===== config.mk =====
export PLATFORM = sky130hd
export DESIGN_NAME = writeback_stage
export DESIGN_NICKNAME = d
export VERILOG_FILES = /design/src/rtl/writeback_stage.sv
export SDC_FILE = /design/constraint.sdc
export NUM_CORES = 1
export LEC_CHECK = 0
export CORE_MARGIN = 4
export CORE_UTILIZATION = 35
export CTS_BUF_LIST = sky130_fd_sc_hd__clkbuf_4 sky130_fd_sc_hd__clkbuf_8 sky130_fd_sc_hd__clkbuf_16
export DETAILED_ROUTE_END_ITERATION = 12
export PLACE_DENSITY_LB_ADDON = 0.05
export RECOVER_POWER = 100
export SETUP_SLACK_MARGIN = 0.1
export SLEW_MARGIN = 40
export SYNTH_ARGS = -nofsm -noshare
export SYNTH_HDL_FRONTEND = slang
export SYNTH_SLANG_ARGS = --single-unit

===== constraint.sdc =====
create_clock -name clk -period 3.2 [get_ports clk]
set_clock_uncertainty 0.1 [all_clocks]
set_input_delay 0.64 -clock clk [delete_from_list [all_inputs] [get_ports clk]]
set_output_delay 0.64 -clock clk [all_outputs]
set_load 0.01 [all_outputs]

===== src/rtl/writeback_stage.sv =====
// Writeback stage: a 2-entry result buffer that drains into the integer or FP
// register file. It also keeps a retirement counter and a sticky NaN flag.
module writeback_stage (
  input  logic        clk,
  input  logic        reset,
  input  logic        in_valid,
  output logic        in_ready,
  input  logic [31:0] in_res,
  input  logic [4:0]  in_rd,
  input  logic        in_fp,
  input  logic        in_nan,
  input  logic        rf_busy,
  input  logic        clr_flags,
  output logic        xrf_we,
  output logic        frf_we,
  output logic [4:0]  rf_waddr,
  output logic [31:0] rf_wdata,
  output logic [31:0] retire_count,
  output logic        nan_sticky
);

  typedef struct packed {
    logic [31:0] res;
    logic [4:0]  rd;
    logic        fp;
    logic        nan;
  } entry_t;

  entry_t     mem [2];
  entry_t     head;
  logic       wptr;
  logic       rptr;
  logic [1:0] count;
  logic       push;
  logic       pop;

  // in_ready depends only on registered occupancy, so upstream sees no
  // combinational path from in_valid or rf_busy.
  assign in_ready = (count < 2'd2);
  assign push     = in_valid & in_ready;
  assign pop      = (count != 2'd0) & ~rf_busy;
  assign head     = mem[rptr];

  // NOTE: every output gets a default before the conditional code, so no latch is inferred.
  always_comb begin
    xrf_we   = 1'b0;
    frf_we   = 1'b0;
    rf_waddr = '0;
    rf_wdata = '0;
    if (count != 2'd0) begin
      rf_waddr = head.rd;
      rf_wdata = head.res;
      frf_we   = pop & head.fp;
      xrf_we   = pop & ~head.fp & (head.rd != 5'd0);
    end
  end

  // NOTE: the storage array has no reset. count gates every read of it, so
  // stale contents can never reach the outputs.
  always_ff @(posedge clk) begin
    if (push) mem[wptr] <= '{res: in_res, rd: in_rd, fp: in_fp, nan: in_nan};
  end

  // NOTE: sequential state uses non-blocking assignments, so every register
  // updates from the values present before the clock edge.
  always_ff @(posedge clk or posedge reset) begin
    if (reset) begin
      wptr         <= 1'b0;
      rptr         <= 1'b0;
      count        <= 2'd0;
      retire_count <= '0;
      nan_sticky   <= 1'b0;
    end else begin
      if (push) wptr <= ~wptr;
      if (pop) begin
        rptr         <= ~rptr;
        retire_count <= retire_count + 32'd1;
      end
      case ({push, pop})
        2'b10:   count <= count + 2'd1;
        2'b01:   count <= count - 2'd1;
        default: count <= count;
      endcase
      // A set from a NaN retirement takes priority over clr_flags in the same cycle.
      if (pop && head.nan) nan_sticky <= 1'b1;
      else if (clr_flags)  nan_sticky <= 1'b0;
    end
  end

endmodule


Yosys cells after proc, flatten, opt, wreduce, memory -nomap -nowiden --
Memories as Yosys holds them, arrays and structs flattened. Index checks and enable logic that the tools add are counted. W data, S select, Z words.
Operators by class: mux-type cells 9, $add $sub $neg 3, magnitude comparators 1, equal/unequal tests 2, multiply operators 0, shift operators 0, reductions and logical operators 5, bitwise logic cells 9, div/mod/pow operators 0
Operator list (count):
- $add A32 B1 Y32 const B | 1
- $mux W32 | 1
- $mux W1 | 6
- $reduce_bool A2 Y1 | 3
- $and A1 B1 Y1 | 5
- $mux W5 | 1
- $reduce_bool A5 Y1 | 1
- $not A1 Y1 | 4
- $pmux W2 S2 | 1
- $add A2 B1 Y2 const B | 1
- $eq A2 B1 Y1 const B | 1
- $eq A2 B2 Y1 const B | 1
- $lt A2 B2 Y1 const B | 1
- $sub A2 B1 Y2 const B | 1
- $logic_and A1 B1 Y1 | 1
Word-level totals: RAM bits 78, memories kept 1, bits in latches 0, flip-flop bits (word level) 37, memory bits (read-only) 0, input port bits 44
Memories:
- mem | words 2, bits a word 39, read ports 1, clocked after memory_dff 0, wr ports 1, line 29 | entry_t mem [2];

Logic depth before layout (Yosys ltp) --
Gate-level depths: netlist of run 1.
depth in word-level cells 5, mapped depth 6

Worst setup path after synthesis of run 1 --
No wires, ideal clock.
path kind input -> register, start input port in_valid, end memory mem[0][0] in the netlist's numbering (enable), stages on the path 2, library setup time 435 ps, arrival time 2388 ps, required time 2665 ps, path buffers 0, path slack 277 ps, path through nand2_1 > nor2_1
Between the ends: word-level cells in the longest chain between the ends 3
RTL lines:
- from (decl) | line 6 | input logic in_valid,
- $and A1 B1 Y1 | line 40 | assign push = in_valid & in_ready;
- $mux W1 | line 61 | if (push) mem[wptr] <= '{res: in_res, rd: in_rd, fp: in_fp, nan: in_nan};
- $mux W1 (not written as such) | line 61
- to (decl) | line 29
No other way between the ends.

Worst setup path after layout of run 1 --
start register rptr, end output port rf_wdata[11]
Between the ends: word-level cells in the longest chain between the ends 2
RTL lines:
- from (decl) | line 32 | logic rptr;
- from (signal assigned) | line 76 | rptr <= ~rptr;
- $mem_v2 Z2 W39
- $mux W32 | line 50 | if (count != 2'd0) begin
- to (decl) | line 17 | output logic [31:0] rf_wdata,
No other way between the ends.

==> impl_metrics.env, run 1 <==
export IMPL_hold_viol=0
export IMPL_syn_area_um2=4760
export IMPL_numClockSinks=115
export IMPL_timing_fmax_ghz=0.332
export IMPL_crit_type="flip-flop to output pin"
export IMPL_fin_crit_sh_pct=94.3
export IMPL_syn_mean_instance_area_um2=14.7
export IMPL_leakagePower_uw=0.00276
export IMPL_drive_gt1_share_pct=8.87
export IMPL_crit_path_end_kind="output pin"
export IMPL_synth_largest_area_cell="edfxtp_1"
export IMPL_syn2layout_area_growth_pct=38.3
export IMPL_ys_flop_type="edfxtp_1"
export IMPL_synth_compound_area_share_pct=0.631
export IMPL_start_util_pct=35.8
export IMPL_cp_arrival_ps=2280
export IMPL_num_rows=42
export IMPL_nets=498
export IMPL_tightest_slew_ps=1370
export IMPL_max_stage_delay_ps=620
export IMPL_cp_slowest_cell="dlygate4sd3_1"
export IMPL_min_path_type="flip-flop to flip-flop"
export IMPL_max_vdd_ir_drop_v=0.000609
export IMPL_synthAdderAreaFrac_pct=0.526
export IMPL_drt_wl_total_mm=10.0
export IMPL_relSlewSlack_pct=8.60
export IMPL_worstPathRequired_ps=2460
export IMPL_coreArea_um2=13300
export IMPL_place_ws_ps=293
export IMPL_wl_per_cell_um=15.7
export IMPL_ys_seq_area_share_pct=68.7
export IMPL_place_area_um2=6180
export IMPL_drc=0
export IMPL_yosys_top_cells_count="78 x edfxtp_1, 44 x nor2_1, 39 x mux2i_1"
export IMPL_io_buffers=116
export IMPL_grt_max_degree=40
export IMPL_first_pass_iters=4
export IMPL_path_delay_family="buffers and inverters"
export IMPL_crit_fanout=18
export IMPL_status="finished, final reports clean"
export IMPL_yosys_area_share_xor_xnor_pct=6.63
export IMPL_maxCapViolations=0
export IMPL_ys_top_cells_by_area="edfxtp_1 49%, dfrtp_1 19%, mux2i_1 8.2%, xor2_1 4.2%, nor2_1 3.5%"
export IMPL_cts_tree="yes"
export IMPL_gr_total_overflow=0
export IMPL_synth_most_common_cell="edfxtp_1"
export IMPL_antenna_found_initial=3
export IMPL_synth_top_area_share_pct=49.2
export IMPL_grt_busiest_layer="met2"
export IMPL_whs_ps=357
export IMPL_holdBufCountCts=0
export IMPL_use_met1_pct=16.1
export IMPL_cp_start_kind="flip-flop"
export IMPL_synth_async_reset_ratio_pct=32.2
export IMPL_finalSetupTns_ps=0
export IMPL_ant_nets=0
export IMPL_htreeDepth=4
export IMPL_dieArea_um2=15500
export IMPL_muxShareOfSynthArea_pct=8.44
export IMPL_post_cts_setup_buffers=0
export IMPL_cp_num_buf_inv=3
export IMPL_fin_crit_ps=3020
export IMPL_drv_slew=0
export IMPL_fp_dieW_um=125
export IMPL_gp_congestion=0.724
export IMPL_clk_transition_reported_paths_ps=50
export IMPL_clk_path_buf_depth=2
export IMPL_grt_pass1_vias=3153
export IMPL_ys_seq_elements=115
export IMPL_use_met2_pct=21.2
export IMPL_yosys_area_share_simple_pct=12.8
export IMPL_clockRootBuffer="clkbuf_16"
export IMPL_ys_types=33
export IMPL_final_area_um2=6580
export IMPL_vias=2986
export IMPL_power_density_nw_per_um2=802
export IMPL_setup_viol=0
export IMPL_synth_nets=369
export IMPL_synth_top_family_by_area="simple AND/OR/NAND/NOR gates"
export IMPL_grt_util_met3_pct=6.90
export IMPL_rsz0062_at_grt="false"
export IMPL_cts_made_buffers=17
export IMPL_synth_edff_count=78
export IMPL_ioPinCount=117
export IMPL_power_uw=5280
export IMPL_syn_inst=323
export IMPL_track_usage_pct=13.5
export IMPL_clock_latency_ps=400
export IMPL_place_hpwl_mm=6.66
export IMPL_cp_cell_sequence="buf_4 -> buf_6 -> mux2i_1 -> nor2_1 -> dlygate4sd3_1"
export IMPL_worst_slack_ps=184
export IMPL_grt_pass1_wl_mm=16.4
export IMPL_ys_warn_count=0
export IMPL_die_height_um=125
export IMPL_viasPerCell=4.67
export IMPL_drtIter0Drc=150
-- cell type report --
cell class | count | area, µm²
clock buffers | 18 | 433
well taps | 176 | 220
inverters | 8 | 30.0
flip-flops and latches | 115 | 3270
clock inverters | 11 | 48.8
fillers | 1170 | 6720
repair buffers | 124 | 1240
diodes | 1 | 2.50
multi-input cells | 186 | 1340
-- metal layers --
metal,routed length (µm),share of wire [%]
met2,4790,48
met1,4460,44
met3,651,6.5
met5,26,0.26
met4,120,1.2
-- where the power goes --
| group | switching (µW) | internal, µW |
|---|---|---|
| clock network | 592 | 954 |
| registers | 131 | 1890 |
| logic | 878 | 835 |
-- repair_timing --
action,in CTS,in global routing
gates resized for setup,0,1
endpoints found under the hold margin,0,0
setup endpoints to repair,0,3
-- metrics by stage --
step	util (%)	std cells
6_report	49.5	639
5_1_grt	49.5	639
4_1_cts	50.1	638
3_5_place_dp	46.5	609
3_3_place_gp	46.5	609
2_1_floorplan	-	323
-- placed cells by master, fill, tap and decap left out, types with 5 or more instances in the layout --
cell,synthesis,final
nor3_1,6,6
and4_1,7,7
dfrtp_1,37,36
nor2_1,44,43
xnor2_1,13,13
dlygate4sd3_1,0,111
clkinv_2,0,6
clkdlybuf4s50_1,0,5
nand4_1,4,5
clkbuf_16,0,17
nand3_1,6,6
nand2_1,12,13
edfxtp_1,78,78
mux2i_1,39,39
nor4_1,8,13
xor2_1,23,23
clkinv_1,0,5
inv_1,8,8
-- state kept, by name, indices dropped and copies added, names as in the netlist --
signal / count
count: 2
mem: 78
nan_sticky: 1
retire_count: 32
rptr: 1
wptr: 1
-- cell families (layout without fill, tap and decap cells) --
group | after synthesis | count (layout)
compound gates | 4 | 4
xor+xnor | 36 | 36
mux | 40 | 40
buf+inv | 22 | 161
fa+ha+maj | 2 | 2
simple gates | 104 | 104
other cells | 0 | 1
flops | 115 | 115
-- worst paths after layout --
check | slack [ps] | startpoint | cells after the start | to
min | 360 | retire_count[31] | 1 | retire_count[31]
max | 180 | rptr | 5 | rf_wdata[11]
max reg2reg | 760 | count[0] | 5 | retire_count[22]
min in group asynchronous | 880 | reset | 3 | retire_count[24]
max in group asynchronous | 1460 | reset | 3 | rptr
min reg2reg | 360 | retire_count[31] | 1 | retire_count[31]
(Power assumes the default switching activity.)
==> run 2: changes to the inputs <==
CTS_CLUSTER_SIZE = 30   (was default)
==> results of run 2 <==
No change in the layout: final DEF, timing and power equal those of run 1.
==> run 3: changes to the inputs <==
CORE_MARGIN = default   (was 4)
==> run 3 against run 2 <==
- hold slack gained 28 ps
- critical path depth shrank 1
- cell area grew 1.6%
- routed wire length shrank 2.8%
- clock power grew 21%
- count of clock-buffer cells in the layout shrank 1
- sequential share of layout area shrank 0.77 points
- utilization grew 0.98 points
- flip-flop and latch count is the same
- sequential power is essentially flat
- combinational power is essentially flat
- critical endpoint is now rf_wdata[12]
==> impl_metrics.env, run 3 (synthesis gave the netlist of run 1 again) <==
export IMPL_critical_path_depth=4
export IMPL_cp_start_kind="flip-flop"
export IMPL_top_register="mem"
export IMPL_use_met2_pct=24.0
export IMPL_crit_path_end_kind="output pin"
export IMPL_finalSetupTns_ps=0
export IMPL_hold_viol=0
export IMPL_first_pass_iters=4
export IMPL_grt_pass1_wl_mm=15.4
export IMPL_max_vdd_ir_drop_v=0.000340
export IMPL_maxCapViolations=0
export IMPL_timing_fmax_ghz=0.333
export IMPL_cp_cell_sequence="clkbuf_4 -> mux2i_1 -> nor2_1 -> dlygate4sd3_1"
export IMPL_power_uw=5580
export IMPL_max_stage_delay_ps=630
export IMPL_p_sw_uw=1660
export IMPL_seqCellArea_um2=3270
export IMPL_cp_slowest_cell="dlygate4sd3_1"
export IMPL_min_path_type="flip-flop to flip-flop"
export IMPL_cp_arrival_ps=2260
export IMPL_nets=497
export IMPL_coreArea_um2=13200
export IMPL_grt_util_met3_pct=5.55
export IMPL_leakagePower_uw=0.00278
export IMPL_combPwrFrac_pct=30.1
export IMPL_dieArea_um2=14100
export IMPL_path_delay_family="buffers and inverters"
export IMPL_reg2reg_depth=5
export IMPL_largest_reg_flops=78
export IMPL_use_met1_pct=17.1
export IMPL_cts_made_buffers=17
export IMPL_drc=0
export IMPL_place_ws_ps=392
export IMPL_power_density_nw_per_um2=835
export IMPL_holdBufCountCts=0
export IMPL_gp_congestion=0.727
export IMPL_switching_share_pct=29.8
export IMPL_place_hpwl_mm=6.23
export IMPL_fill_cells=1219
export IMPL_rsz0062_at_grt="false"
export IMPL_r2r_end="retire_count[22]"
export IMPL_cts_tree="yes"
export IMPL_syn2layout_area_growth_pct=40.5
export IMPL_rrSetupSlack_ps=700
export IMPL_fin_util_pct=50.5
export IMPL_worst_slack_ps=196
export IMPL_final_area_um2=6680
export IMPL_numClockSinks=115
export IMPL_antenna_found_initial=4
export IMPL_drtIter0Drc=110
export IMPL_setup_viol=0
export IMPL_fin_crit_sh_pct=93.9
export IMPL_fp_dieW_um=119
export IMPL_status="finished, final reports clean"
export IMPL_drt_wl_total_mm=9.77
export IMPL_start_util_pct=35.9
export IMPL_crit_end="rf_wdata[12]"
export IMPL_die_height_um=119
export IMPL_num_rows=42
export IMPL_clkPwrFrac_pct=33.5
export IMPL_ioPinCount=117
export IMPL_seq_power_share_pct=36.4
export IMPL_drv_slew=0
export IMPL_cp_num_buf_inv=2
export IMPL_viasPerCell=4.59
export IMPL_clock_latency_ps=410
export IMPL_gr_total_overflow=0
export IMPL_htreeDepth=4
export IMPL_r2r_start="count[0]"
export IMPL_worstPathRequired_ps=2460
export IMPL_clk_path_buf_depth=2
export IMPL_reg_top3="mem (78), retire_count (32), count (2)"
export IMPL_ant_nets=0
export IMPL_io_buffers=116
export IMPL_grt_pass1_vias=3017
export IMPL_vias=2959
export IMPL_fin_crit_ps=3000
export IMPL_drive_gt1_share_pct=10.3
export IMPL_post_cts_setup_buffers=0
export IMPL_tightest_slew_ps=1080
export IMPL_place_area_um2=6160
export IMPL_wl_per_cell_um=15.2
export IMPL_holdPathStages=1
export IMPL_clockRootBuffer="clkbuf_16"
export IMPL_cp_startpoint="rptr"
export IMPL_relSlewSlack_pct=27.9
export IMPL_clk_transition_reported_paths_ps=50
export IMPL_p_int_uw=3920
export IMPL_post_cts_resized=0
export IMPL_layout_commonest_cell="dlygate4sd3_1"
export IMPL_multi_input_area_um2=1350
export IMPL_grt_max_degree=40
export IMPL_crit_fanout=26
export IMPL_grt_busiest_layer="met2"
export IMPL_track_usage_pct=14.7
export IMPL_crit_type="flip-flop to output pin"
export IMPL_most_common_layout_cells="109 x dlygate4sd3_1, 78 x edfxtp_1, 42 x nor2_1"
==> run 3: cell count changes in the layout (fill, tap and decap cells not counted), moves of 3 or more <==
cell,delta
clkinvlp_4,+4
clkinv_1,-3
bufinv_16,+3
diode_2,+3
==> run 3: power by group through the flow <==
stage	Sequential (µW)	Clock [µW]	Combinational (µW)
after floorplan	2040	0	914
after global placement	2050	0	1870
after detailed placement	2060	0	1870
after CTS	2030	1910	1880
after global routing	2060	1980	1830
final	2030	1870	1680
==> run 3: stage by stage <==
| stage | hold slack [ps] | instances |
|---|---|---|
| finish | 385 | 644 |
| global route | 395 | 644 |
| CTS | 391 | 640 |
| detailed placement | 381 | 608 |
| global placement | 374 | 608 |
| floorplan | 361 | 323 |
==> run 3: routing by layer <==
layer  wire [µm]  up-vias
met2        4990       82
met4         168        0
met1        4120     1419
met3         487       12
met5           0        -
li1            -     1446
==> run 3: worst min-delay path by stage <==
stage | from | endpoint | slack [ps]
final | retire_count[7] | retire_count[7] | 380
after global routing | retire_count[22] | retire_count[22] | 390
after CTS | retire_count[22] | retire_count[22] | 390
after floorplan | wptr | wptr | 360
after detailed placement | retire_count[22] | retire_count[22] | 380
after global placement | retire_count[31] | retire_count[31] | 370
==> run 3: layout make-up <==
class | instances | share of cell area (%)
tap | 176 | 3.29
inverter | 8 | 0.449
antenna | 4 | 0.150
clock buffer | 17 | 6.36
multi-input combinational | 186 | 20.2
sequential | 115 | 48.9
timing repair buffer | 123 | 18.2
clock inverter | 15 | 2.47
